$ cat src/rtl/fsm_burst_pkg.sv
// Shared types and defaults for the burst-read controller slice.
package fsm_burst_pkg;

    // Default width of the burst-length field (max burst = 2**DEF_LEN_W beats).
    localparam int unsigned DEF_LEN_W = 4;

    // Controller states; XXX exists only as a simulation marker and is never assigned.
    typedef enum logic [2:0] {
        IDLE = 3'b000,
        READ = 3'b001,
        DLY  = 3'b011,
        DONE = 3'b010,
        ERR  = 3'b100,
        XXX  = 'x
    } state_e;

endpackage

$ cat src/rtl/fsm_burst_rd_if.sv
// Command/target handshake bundle between the issuer/target side and the burst controller.
interface fsm_burst_rd_if
    import fsm_burst_pkg::*;
#(
    parameter int unsigned LEN_W = DEF_LEN_W
) ();

    logic             go;
    logic [LEN_W-1:0] len;
    logic             ws;
    logic             abort;
    logic             err_clr;
    logic             rd;
    logic             ds;
    logic             busy;
    logic             err;
    logic [LEN_W-1:0] beat;

    // Issuer/target side: drives requests and wait-state, observes status.
    modport master (
        output go, len, ws, abort, err_clr,
        input  rd, ds, busy, err, beat
    );

    // Controller side.
    modport slave (
        input  go, len, ws, abort, err_clr,
        output rd, ds, busy, err, beat
    );

endinterface

$ cat src/rtl/fsm_wait_timer.sv
// Counts consecutive wait-state cycles; flags the cycle that would exceed MAX_WAIT.
module fsm_wait_timer #(
    parameter int unsigned MAX_WAIT = 8,
    parameter int unsigned WAIT_W   = $clog2(MAX_WAIT + 1)
) (
    input  logic clk,
    input  logic rst_n,
    input  logic clr,
    input  logic inc,
    output logic expired
);

    logic [WAIT_W-1:0] wait_cnt_q;
    logic [WAIT_W-1:0] wait_cnt_d;

    assign expired = inc && (wait_cnt_q == WAIT_W'(MAX_WAIT - 1));

    // Next count: clear wins over increment.
    always_comb begin
        wait_cnt_d = wait_cnt_q;
        if (clr) begin
            wait_cnt_d = '0;
        end else if (inc) begin
            wait_cnt_d = wait_cnt_q + WAIT_W'(1);
        end
    end

    // Wait counter register.
    always_ff @(posedge clk or negedge rst_n) begin
        if (!rst_n) begin
            wait_cnt_q <= '0;
        end else begin
            wait_cnt_q <= wait_cnt_d;
        end
    end

endmodule

$ cat src/rtl/fsm_burst_rd.sv
// N-beat read-burst controller with wait-state timeout, sticky error and synchronous abort.
module fsm_burst_rd
    import fsm_burst_pkg::*;
#(
    parameter int unsigned LEN_W    = DEF_LEN_W,
    parameter int unsigned MAX_WAIT = 8,
    parameter int unsigned WAIT_W   = $clog2(MAX_WAIT + 1)
) (
    input  logic           clk,
    input  logic           rst_n,
    fsm_burst_rd_if.slave  bus
);

    state_e           state_q, state_d;
    logic [LEN_W-1:0] remaining_q, remaining_d;
    logic [LEN_W-1:0] beat_q, beat_d;
    logic             rd_q, rd_d;
    logic             ds_q, ds_d;
    logic             busy_q, busy_d;
    logic             err_q, err_d;
    logic             timer_clr;
    logic             timer_inc;
    logic             timer_expired;

    // The timer only runs while a beat is stalled in DLY.
    assign timer_clr = (state_q != DLY);
    assign timer_inc = (state_q == DLY) && bus.ws;

    fsm_wait_timer #(
        .MAX_WAIT (MAX_WAIT),
        .WAIT_W   (WAIT_W)
    ) u_wait_timer (
        .clk     (clk),
        .rst_n   (rst_n),
        .clr     (timer_clr),
        .inc     (timer_inc),
        .expired (timer_expired)
    );

    // Next-state, burst bookkeeping and output decode.
    always_comb begin
        state_d     = state_q;
        remaining_d = remaining_q;
        beat_d      = beat_q;

        case (state_q)
            IDLE: begin
                if (bus.go) begin
                    state_d     = READ;
                    remaining_d = bus.len;
                    beat_d      = '0;
                end
            end
            READ: state_d = DLY;
            DLY: begin
                if (timer_expired) begin
                    state_d = ERR;
                end else if (!bus.ws) begin
                    if (remaining_q == '0) begin
                        state_d = DONE;
                    end else begin
                        state_d     = READ;
                        remaining_d = remaining_q - LEN_W'(1);
                        beat_d      = beat_q + LEN_W'(1);
                    end
                end
            end
            DONE: state_d = IDLE;
            ERR: begin
                if (bus.err_clr) begin
                    state_d = IDLE;
                end
            end
            default: begin
                state_d     = IDLE;
                remaining_d = '0;
                beat_d      = '0;
            end
        endcase

        // Abort overrides every other transition while a burst is in flight.
        if (bus.abort && (state_q inside {READ, DLY, DONE})) begin
            state_d     = IDLE;
            remaining_d = '0;
            beat_d      = '0;
        end

        // Outputs decoded from the next state so the registered copies track the current state.
        rd_d   = (state_d inside {READ, DLY});
        ds_d   = (state_d == DONE);
        busy_d = (state_d inside {READ, DLY, DONE});
        err_d  = (state_d == ERR);
    end

    // State, bookkeeping and registered outputs.
    always_ff @(posedge clk or negedge rst_n) begin
        if (!rst_n) begin
            state_q     <= IDLE;
            remaining_q <= '0;
            beat_q      <= '0;
            rd_q        <= 1'b0;
            ds_q        <= 1'b0;
            busy_q      <= 1'b0;
            err_q       <= 1'b0;
        end else begin
            state_q     <= state_d;
            remaining_q <= remaining_d;
            beat_q      <= beat_d;
            rd_q        <= rd_d;
            ds_q        <= ds_d;
            busy_q      <= busy_d;
            err_q       <= err_d;
        end
    end

    assign bus.rd   = rd_q;
    assign bus.ds   = ds_q;
    assign bus.busy = busy_q;
    assign bus.err  = err_q;
    assign bus.beat = beat_q;

endmodule

$ cat src/flat_wrapper.sv
// flat-port wrapper written by rule: the top's interface ports become plain ports
module fsm_burst_rd_flat import fsm_burst_pkg::*;
#(
    parameter int unsigned LEN_W    = DEF_LEN_W,
    parameter int unsigned MAX_WAIT = 8,
    parameter int unsigned WAIT_W   = $clog2(MAX_WAIT + 1)
)
  (clk, rst_n, bus_go, bus_len, bus_ws, bus_abort, bus_err_clr, bus_rd, bus_ds, bus_busy, bus_err, bus_beat);
  fsm_burst_rd_if #(.LEN_W(LEN_W)) bus_i ();
  input  logic clk;
  input  logic rst_n;
  input wire logic [$bits(bus_i.go)-1:0] bus_go;
  input wire logic [$bits(bus_i.len)-1:0] bus_len;
  input wire logic [$bits(bus_i.ws)-1:0] bus_ws;
  input wire logic [$bits(bus_i.abort)-1:0] bus_abort;
  input wire logic [$bits(bus_i.err_clr)-1:0] bus_err_clr;
  output wire logic [$bits(bus_i.rd)-1:0] bus_rd;
  output wire logic [$bits(bus_i.ds)-1:0] bus_ds;
  output wire logic [$bits(bus_i.busy)-1:0] bus_busy;
  output wire logic [$bits(bus_i.err)-1:0] bus_err;
  output wire logic [$bits(bus_i.beat)-1:0] bus_beat;
  assign bus_i.go = bus_go;
  assign bus_i.len = bus_len;
  assign bus_i.ws = bus_ws;
  assign bus_i.abort = bus_abort;
  assign bus_i.err_clr = bus_err_clr;
  assign bus_rd = bus_i.rd;
  assign bus_ds = bus_i.ds;
  assign bus_busy = bus_i.busy;
  assign bus_err = bus_i.err;
  assign bus_beat = bus_i.beat;
  fsm_burst_rd #(.LEN_W(LEN_W), .MAX_WAIT(MAX_WAIT), .WAIT_W(WAIT_W)) u_core (.clk(clk), .rst_n(rst_n), .bus(bus_i));
endmodule
$ cat config.mk
export PLATFORM = sky130hd
export DESIGN_NAME = fsm_burst_rd_flat
export DESIGN_NICKNAME = d
export VERILOG_FILES = /design/src/rtl/fsm_burst_pkg.sv /design/src/rtl/fsm_burst_rd_if.sv /design/src/rtl/fsm_wait_timer.sv /design/src/rtl/fsm_burst_rd.sv /design/src/flat_wrapper.sv
export SDC_FILE = /design/constraint.sdc
export NUM_CORES = 1
export LEC_CHECK = 0
export ABC_CLOCK_PERIOD_IN_PS = 2050
export CELL_PAD_IN_SITES_DETAIL_PLACEMENT = 0
export CELL_PAD_IN_SITES_GLOBAL_PLACEMENT = 1
export CORE_AREA = 3 3 55 57
export CTS_BUF_LIST = sky130_fd_sc_hd__clkbuf_4 sky130_fd_sc_hd__clkbuf_8
export DETAILED_ROUTE_END_ITERATION = 6
export DIE_AREA = 0 0 58 60
export PLACE_DENSITY_LB_ADDON = 0.3
export SKIP_CTS_REPAIR_TIMING = 1
export SLEW_MARGIN = 20
export SYNTH_ARGS = -nofsm -noshare
export SYNTH_HDL_FRONTEND = slang
export SYNTH_SLANG_ARGS = --single-unit
$ cat constraint.sdc
create_clock -name clk -period 2.05 [get_ports clk]
set_input_delay 0.3075 -clock clk [delete_from_list [all_inputs] [get_ports clk]]
set_output_delay 0.3075 -clock clk [all_outputs]
set_load 0.01 [all_outputs]
==> results_dict.tcl, run 1 <==
set metrics [dict create \
    leakage_nw 0.599 \
    async_flop_share 1.00 \
    wl_mm 2.00 \
    start_util 0.423 \
    layout-drive-gt1-share 0.165 \
    dp_hpwl_mm 1.53 \
    die_h_um 60 \
    cp_data_required_time_ps 2270 \
    numPortBuffers 17 \
    synth-edff-count 0 \
    synthFlopType "dfrtp_1" \
    r2r_cells 7 \
    grt_pass1_wl_mm 3.40 \
    hold_slack_ps 323 \
    pin_count 18 \
    peakVddDrop_v 0.000521 \
    synth_area_per_cell_um2 10.7 \
    hold_class "input pin to asynchronous set/reset pin" \
    crit-reg2reg-capture "u_core.remaining_q[2]$_DFFE_PN0P_" \
    fmax_ghz 0.546 \
    met1_length_um 910 \
    status "complete, no violations" \
    grt_max_degree 20 \
    met2_length_um 983 \
    h-tree-depth 1 \
    grt_overflow 0 \
    rrSetupSlack_ps 220 \
    fin_skew_ps 6.53 \
    viasPerCell 5.29 \
    fin_crit_sh 0.893 \
    drc 0 \
    syn_nets 114 \
    antenna_found_initial 0 \
    fin_setup_tns_ps 0 \
    fin_ws_ps 220 \
    dp.cells 147 \
    finalCriticalPeriod_ps 1830 \
    wl_met3_um 92 \
    ys_top_cells_by_count "dfrtp_1, nor2_1, nand2_1" \
    maxSlewHeadroom 0.684 \
    fp.coreArea_um2 2520 \
    yosysTopAreaCellShare 0.446 \
    gp_congestion 0.739 \
    utilization 0.510 \
    grtUsageTotal 0.129 \
    synth.yosys.seq_area_share 0.446 \
    synthMostInstantiatedCell "dfrtp_1" \
    layout.nets 136 \
    rows 18 \
    setup_violations 0 \
    synth_top_cell_by_area "dfrtp_1" \
    critPathKind "register to register" \
    cts_buffer_depth 2 \
    syn2layout_area_growth_pct 20.7 \
    grt_pass1_vias 766 \
    finalHoldViolations 0 \
    dr_total_vias 799 \
    clkLatencyLatePin_ps 300 \
    routedWlPerCell_um 13.3 \
    r2r-start "u_core.remaining_q[0]$_DFFE_PN0P_" \
    clock-sinks 19 \
    netlist_area_um2 1070 \
    slew_viol_final 0 \
    cp.arrival_ps 2050 \
    num_antenna_cells 0 \
    drt.antenna.violating_nets 0 \
    nFillCells 258 \
    clk_pin_slew_ps 120 \
    cts_tree "done" \
    start_kind "register" \
    yosys_register_bits 19 \
    dieArea_um2 3480 \
    dr.pass1.iters 4 \
    synth_area_leaders "dfrtp_1, ha_1, nor2_1" \
    ys_types 35 \
    cp_max_fo 6 \
    critPathCaptureType "register" \
    cts_root_buf "clkbuf_4" \
    dp_slack_ps 126 \
    die_w_um 58 \
    syn_inst 100 \
    finalNonFillerCells 151 \
    power_density_nw_per_um2 994 \
    drv_cap 0 \
    yosys_warnings 0 \
    rsz0062_at_grt "no" \
    routed.top_layer "met4" \
    tightest_slew_ps 475 \
    cts_buffers 3 \
    drt_iter0_markers 13 \
]
[registers in the layout, indices dropped and copies added (netlist names)]
| name | count |
|---|---|
| u_core.u_wait_timer.wait_cnt_q | 4 |
| u_core.bus.beat | 4 |
| u_core.bus.busy | 1 |
| u_core.remaining_q | 4 |
| u_core.bus.err | 1 |
| u_core.bus.rd | 1 |
| u_core.bus.ds | 1 |
| u_core.state_q | 3 |
[logic make-up after synthesis]
group	Yosys count	share of synthesized area
and+or+nand+nor	41	0.232
adders and majority gates	4	0.0470
DFF	19	0.446
AOI/OAI and AO/OA	19	0.149
xor gates and xnor gates	6	0.0493
buffers and inverters	10	0.0669
muxes	1	0.00939
[per-stage QoR]
| step | cell area, um^2 | total power, W |
|---|---|---|
| after detailed placement | 1260 | 0.00110 |
| after CTS | 1290 | 0.00129 |
| after global routing | 1290 | 0.00138 |
| after floorplan | 1070 | 0.000954 |
| final | 1290 | 0.00128 |
| after global placement | 1260 | 0.00109 |
[cell type report]
type                    instances  area [um^2]  area share
well taps                      30         37.5      0.0292
clock buffers                   3         22.5      0.0175
inverters                       5         18.8      0.0146
flip-flops and latches         19          475       0.370
clock inverters                 1         5.00     0.00389
multi-input cells              71          519       0.404
repair buffers                 22          208       0.161
[worst max-delay path: stages (launching register included)]
cell	delay, ps
dfrtp_1	410
inv_1	110
ha_1	170
or3b_4	410
a211oi_4	320
buf_4	190
o21ai_0	80
o21ai_0	70
[worst max-delay path by stage]
stage | from | to | slack, ps | cells after the start
3_5_place_dp | bus_ws | u_core.remaining_q[2]$_DFFE_PN0P_ | 130 | 6
5_1_grt | u_core.remaining_q[1]$_DFFE_PN0P_ | u_core.remaining_q[2]$_DFFE_PN0P_ | 50 | 7
6_report | u_core.remaining_q[0]$_DFFE_PN0P_ | u_core.remaining_q[2]$_DFFE_PN0P_ | 220 | 7
4_1_cts | u_core.remaining_q[0]$_DFFE_PN0P_ | u_core.remaining_q[2]$_DFFE_PN0P_ | 210 | 7
2_1_floorplan | u_core.remaining_q[0]$_DFFE_PN0P_ | u_core.remaining_q[1]$_DFFE_PN0P_ | 440 | 7
3_3_place_gp | bus_ws | u_core.remaining_q[2]$_DFFE_PN0P_ | 190 | 6
[cell usage in the layout (no fill, tap or decap)]
cell type,n
or2_2,2
nor2_1,13
ha_1,4
clkbuf_4,3
nor4_1,1
buf_4,5
and4b_4,1
nor2b_1,3
o21ai_0,3
a21o_2,2
a211oi_2,1
mux2i_1,1
or3b_4,1
clkinv_2,1
nand3b_4,1
o22a_1,1
a32oi_1,4
inv_1,5
a21oi_1,2
nor3_1,4
nand2_1,7
clkdlybuf4s50_1,17
and3_1,1
or2_1,1
nor4b_1,1
xor2_1,5
xnor2_1,1
o32ai_1,1
nand3_1,2
nand4_1,1
a211oi_4,1
o31ai_1,2
nor4b_4,1
and3b_1,1
dfrtp_1,19
a21oi_2,1
a211oi_1,1
[per-layer routing]
metal / global-route usage / up-vias
met2: 0.211 / 16
met5: 0 / -
met3: 0.0216 / 2
li1: - / 395
met4: 0.0596 / 0
met1: 0.167 / 386
[power by group]
group | internal, W | leakage (nW) | switching [W]
sequential | 0.000451 | 0.254 | 0.000103
clock | 0.0000726 | 0.0177 | 0.000120
combinational | 0.000272 | 0.328 | 0.000261
(Power assumes the default switching activity.)
==> run 2, diff against run 1 <==
==> constraint.sdc (replaced) <==
create_clock -name clk -period 2.05 [get_ports clk]
set_input_delay 0.3075 -clock clk [delete_from_list [all_inputs] [get_ports clk]]
set_output_delay 0.3075 -clock clk [all_outputs]
set_load 0.05 [all_outputs]
==> results of run 2 <==
Same layout as run 1 (identical final DEF). Status: complete, no violations.
Among the figures that moved: setup slack after layout 220 ps -> 186 ps; start point of the critical path u_core.remaining_q[0]$_DFFE_PN0P_ -> u_core.bus.beat[0]$_DFFE_PN0P_; end point of the critical path u_core.remaining_q[2]$_DFFE_PN0P_ -> bus_beat[0]; total power 0.00128 W -> 0.00136 W; worst IR drop on VDD 0.000521 V -> 0.000670 V
